## config.mk

```make
export PLATFORM = sky130hd
export DESIGN_NAME = s2p_shift_register
export DESIGN_NICKNAME = d
export VERILOG_FILES = /design/src/rtl/s2p_shift_register_pkg.sv /design/src/rtl/s2p_shift_register.sv
export SDC_FILE = /design/constraint.sdc
export NUM_CORES = 1
export LEC_CHECK = 0
export CAP_MARGIN = 10
export CELL_PAD_IN_SITES_DETAIL_PLACEMENT = 1
export CELL_PAD_IN_SITES_GLOBAL_PLACEMENT = 1
export CORE_MARGIN = 5
export CORE_UTILIZATION = 45
export CTS_BUF_LIST = sky130_fd_sc_hd__clkbuf_2 sky130_fd_sc_hd__clkbuf_4 sky130_fd_sc_hd__clkbuf_8
export DETAILED_ROUTE_END_ITERATION = 10
export GPL_TIMING_DRIVEN = 0
export PLACE_DENSITY_LB_ADDON = 0.1
export SLEW_MARGIN = 30
export SYNTH_ARGS = -nofsm -noshare
export SYNTH_HDL_FRONTEND = slang
export SYNTH_SLANG_ARGS = --single-unit
```

## constraint.sdc

```tcl
create_clock -name ic_clk_ctrl -period 1.77 [get_ports ic_clk_ctrl]
set_clock_uncertainty 0.15 [all_clocks]
set_input_delay 0.2655 -clock ic_clk_ctrl [delete_from_list [all_inputs] [get_ports ic_clk_ctrl]]
set_output_delay 0.2655 -clock ic_clk_ctrl [all_outputs]
set_load 0.01 [all_outputs]
```

## src/rtl/s2p_shift_register_pkg.sv

```systemverilog
// Shared definitions for the serial/parallel link blocks.
//   S2P_WIDTH   : default serial bits per parallel word
//   s2p_word_t  : parallel word type, shared with the matching P2S block
package s2p_shift_register_pkg;

  localparam int unsigned S2P_WIDTH = 8;

  typedef logic [S2P_WIDTH-1:0] s2p_word_t;

endpackage

```

## src/rtl/s2p_shift_register.sv

```systemverilog
// Serial-to-parallel converter on the receive side of the controller link.
// Bits on S_data_in are shifted in MSB-first (left shift) while read=0; on each
// edge with read=1 the assembled word is copied to P_data_out and the bit count
// clears.
// Ports:
//   P_data_out  out [WIDTH-1:0]  registered parallel word
//   reset       in               asynchronous active-low reset
//   ic_clk_ctrl in               clock, rising edge
//   S_data_in   in               serial data bit
//   read        in               0 = shift, 1 = transfer/hold
module s2p_shift_register
  import s2p_shift_register_pkg::*;
#(
  parameter int unsigned WIDTH = S2P_WIDTH
) (
  output logic [WIDTH-1:0] P_data_out,
  input  logic             reset,
  input  logic             ic_clk_ctrl,
  input  logic             S_data_in,
  input  logic             read
);

  localparam int unsigned CNT_W = $clog2(WIDTH + 1);
  localparam logic [CNT_W-1:0] CNT_MAX = CNT_W'(WIDTH);

  logic [WIDTH-1:0] shift_q;
  logic [CNT_W-1:0] bit_cnt;

  // Shift/count register. read takes priority, so a bit presented on the same
  // edge as the transfer is dropped rather than shifted in.
  always_ff @(posedge ic_clk_ctrl or negedge reset) begin
    if (!reset) begin
      shift_q <= '0;
      bit_cnt <= '0;
    end else if (read) begin
      bit_cnt <= '0;
    end else begin
      shift_q <= {shift_q[WIDTH-2:0], S_data_in};
      if (bit_cnt != CNT_MAX) begin
        bit_cnt <= bit_cnt + 1'b1;
      end
    end
  end

  // Output register; reloading while read stays high keeps the word stable
  // because shift_q is frozen in read mode.
  always_ff @(posedge ic_clk_ctrl or negedge reset) begin
    if (!reset) begin
      P_data_out <= '0;
    end else if (read) begin
      P_data_out <= shift_q;
    end
  end

endmodule

```

# Word level (Yosys, flattened, before mapping)
# Cells that the tools add are included.
# word_totals
regBits	16
input_bits	4
output_inout_bits	8
word_cells	2

# Longest topological paths before layout
# depth
depth_word	0
mapped_depth	3
ltp_nobuf	1

# Least setup slack after synthesis
# No wires, ideal clock.
# synth_path
path_kind	input-to-reg
from	input port read
to	register P_data_out[0]
arrival_ns	0.802
slack_ns	0.693
cell_stages	3
path_buffers	2
path_cell_list	buf_6 buf_12 mux2_4
# synth_lines
element	line	rtl
start, declared	s2p_shift_register.sv:20	input logic read
end signal, assigned	s2p_shift_register.sv:51	P_data_out <= shift_q;
end, declared	s2p_shift_register.sv:16	output logic [WIDTH-1:0] P_data_out,
# No word-level cell between the ends.

# Final worst setup path
# layout_path
from	register P_data_out[4]
to	output port P_data_out[4]
# No word-level cell between the ends.

==> impl_metrics.py <==
metrics = {
    "detailed_routing": {
        "routed_wl_mm": 1.06,
        "viasPerCell": 5.05,
        "drc": 0,
        "drt_iter0_drc": 1,
        "drt_pass1_iterations": 2,
        "route.vias.total": 318,
        "antenna_left": 0,
        "wl_per_cell_um": 16.8,
    },
    "power": {
        "p_per_area_mw_per_mm2": 1360,
        "p_leak_nw": 0.371,
        "peakVddDrop_mv": 0.796,
    },
    "global_route": {
        "grt_overflow": 0,
        "antenna_found_initial": 0,
        "grt_pass1_vias": 375,
        "grt_pass1_wl_mm": 1.76,
        "grt_util_all_layers": 0.120,
        "grt_start_max_net_pins": 17,
    },
    "cts": {
        "cts.reportedPaths.clkPinSlew_ns": 0.09,
        "htreeDepth": 1,
        "tritoncts": "yes",
        "hold_buffers": 0,
        "post_cts_buffers": 0,
        "cts_sinks": 16,
        "post_cts_resized": 0,
        "clk_latency_ns": 0.28,
        "cts_buffers": 3,
        "cts-root-buf": "clkbuf_4",
        "clock_path_buffers": 2,
    },
    "run_status": {
        "status": "complete, no violations",
    },
    "floorplanning": {
        "rows": 13,
        "initial_utilization": 0.487,
        "die_y_um": 48.0,
        "die_area_sq_mm": 0.00230,
        "die_w_um": 48.0,
        "core-area_sq_mm": 0.00133,
        "ios": 12,
    },
    "worst_setup_path": {
        "worstSetupPathType": "reg2out",
        "arrival_ns": 1.19,
        "worst-path-buf-inv": 1,
        "path_max_fanout": 2,
        "worstPathRequired_ns": 1.35,
        "crit_family": "buffers and inverters",
        "cp-start-kind": "flop",
        "slowest_delay_ns": 0.54,
        "slowest_stage": "clkdlybuf4s50_1",
        "cp-end-kind": "output pin",
        "worstPathCellList": "clkdlybuf4s50_1",
    },
    "sta": {
        "hold_viol": 0,
        "worst_pin_slew_ns": 0.685,
        "slew_headroom": 0.542,
        "slew_viol_final": 0,
        "rsz0062_at_grt": "no",
        "finalSetupViolCount": 0,
        "tns_ns": 0,
        "min_period_ns": 1.60,
        "period_share": 0.905,
        "max_freq_mhz": 624,
    },
    "layout": {
        "syn_to_final_growth_pct": 23.9,
        "layout.cells.non_filler": 63,
        "num-nets-final": 53,
        "diodes": 0,
        "layout-drive-gt1-share": 0.458,
    },
    "logic_synthesis": {
        "synth_fp_nets": 38,
        "synthTopCellsByArea": "dfrtp_1 (62%), mux2_4 (23%), mux2_2 (10%), buf_12 (3.1%), buf_6 (1.7%)",
        "synth_edf_count": 0,
        "synth.cell_area_sq_um": 649,
        "ys_types": 5,
        "yosysTopAreaCellShare": 0.617,
        "synthTopCellsByCount": "dfrtp_1 (16), mux2_4 (10), mux2_2 (6), buf_12 (1), buf_6 (1)",
        "ys.flop_type": "dfrtp_1",
        "async_flop_share": 1.00,
        "synthMostInstantiatedCell": "dfrtp_1",
        "yosys_warnings": 0,
        "syn_inst": 34,
        "avgSynthCellArea_sq_um": 19.1,
        "ys_seq_area_frac": 0.617,
        "yosysTopAreaCell": "dfrtp_1",
        "synth_seq_cells": 16,
    },
    "placed_design": {
        "port_buffers": 10,
        "place.gp.congestion": 0.651,
        "dp.cells": 59,
    },
    "hold_path": {
        "hold_path_class": "in2reg",
    },
    "flow_run": {
        "max_cap_violations": 0,
    },
}
[path summary, 6_finish.rpt]
path	slack, ns	cells after the start	end	startpoint
setup / recovery	0.17	1	P_data_out[4]	P_data_out[4]
hold / removal	0.13	2	P_data_out[5]	read
setup reg to reg	0.82	1	shift_q[4]	shift_q[3]
hold reg to reg	0.36	1	P_data_out[5]	P_data_out[5]
max in group asynchronous	0.79	1	P_data_out[2]	reset
min in group asynchronous	0.25	1	shift_q[6]	reset
[layout by cell type, fill, tap and decap left out]
cell type,synthesis,routed
dfrtp_1,16,16
mux2_4,10,10
clkdlybuf4s50_1,0,10
mux2_2,6,6
clkbuf_4,0,3
buf_6,1,1
buf_12,1,1
clkbuf_8,0,1
[per-layer routing]
metal	track usage	vias up	part of all wire
li1	-	148	-
met1	0.138	161	0.38
met2	0.193	9	0.55
met3	0.0564	0	0.068
met4	0.0484	0	0
met5	0	-	0
[kinds of logic after synthesis]
kind of cell | after synthesis | share of synthesized area
muxes | 16 | 0.335
DFF | 16 | 0.617
buffers and inverters | 2 | 0.0482
[state kept, by name (all words and copies together) (netlist names)]
register / count
P_data_out: 8
shift_q: 8
[where the power goes]
group	internal (mW)	switching, mW	total [mW]
logic	0.225	0.0964	0.322
registers	0.472	0.0704	0.542
clock network	0.125	0.106	0.231
[final cells by class]
type / count / area [sq um]
repair buffers: 10 / 100
multi-input cells: 16 / 218
well taps: 15 / 18.8
plain buffers: 2 / 31.3
flip-flops and latches: 16 / 400
fillers: 128 / 529
clock buffers: 4 / 36.3
[through the flow]
stage | setup WS [ns] | power [mW] | area [sq um] | hold WS [ns] | utilization
2_1_floorplan | 0.693 | 0.710 | 649 | -0.180 | -
3_3_place_gp | 0.488 | 0.855 | 768 | 0.335 | 0.576
3_5_place_dp | 0.425 | 0.877 | 768 | 0.345 | 0.576
4_1_cts | 0.139 | 1.11 | 805 | 0.126 | 0.603
5_1_grt | 0.0979 | 1.16 | 805 | 0.107 | 0.603
6_report | 0.168 | 1.09 | 805 | 0.130 | 0.603
Power figures use the tool's default switching activity.
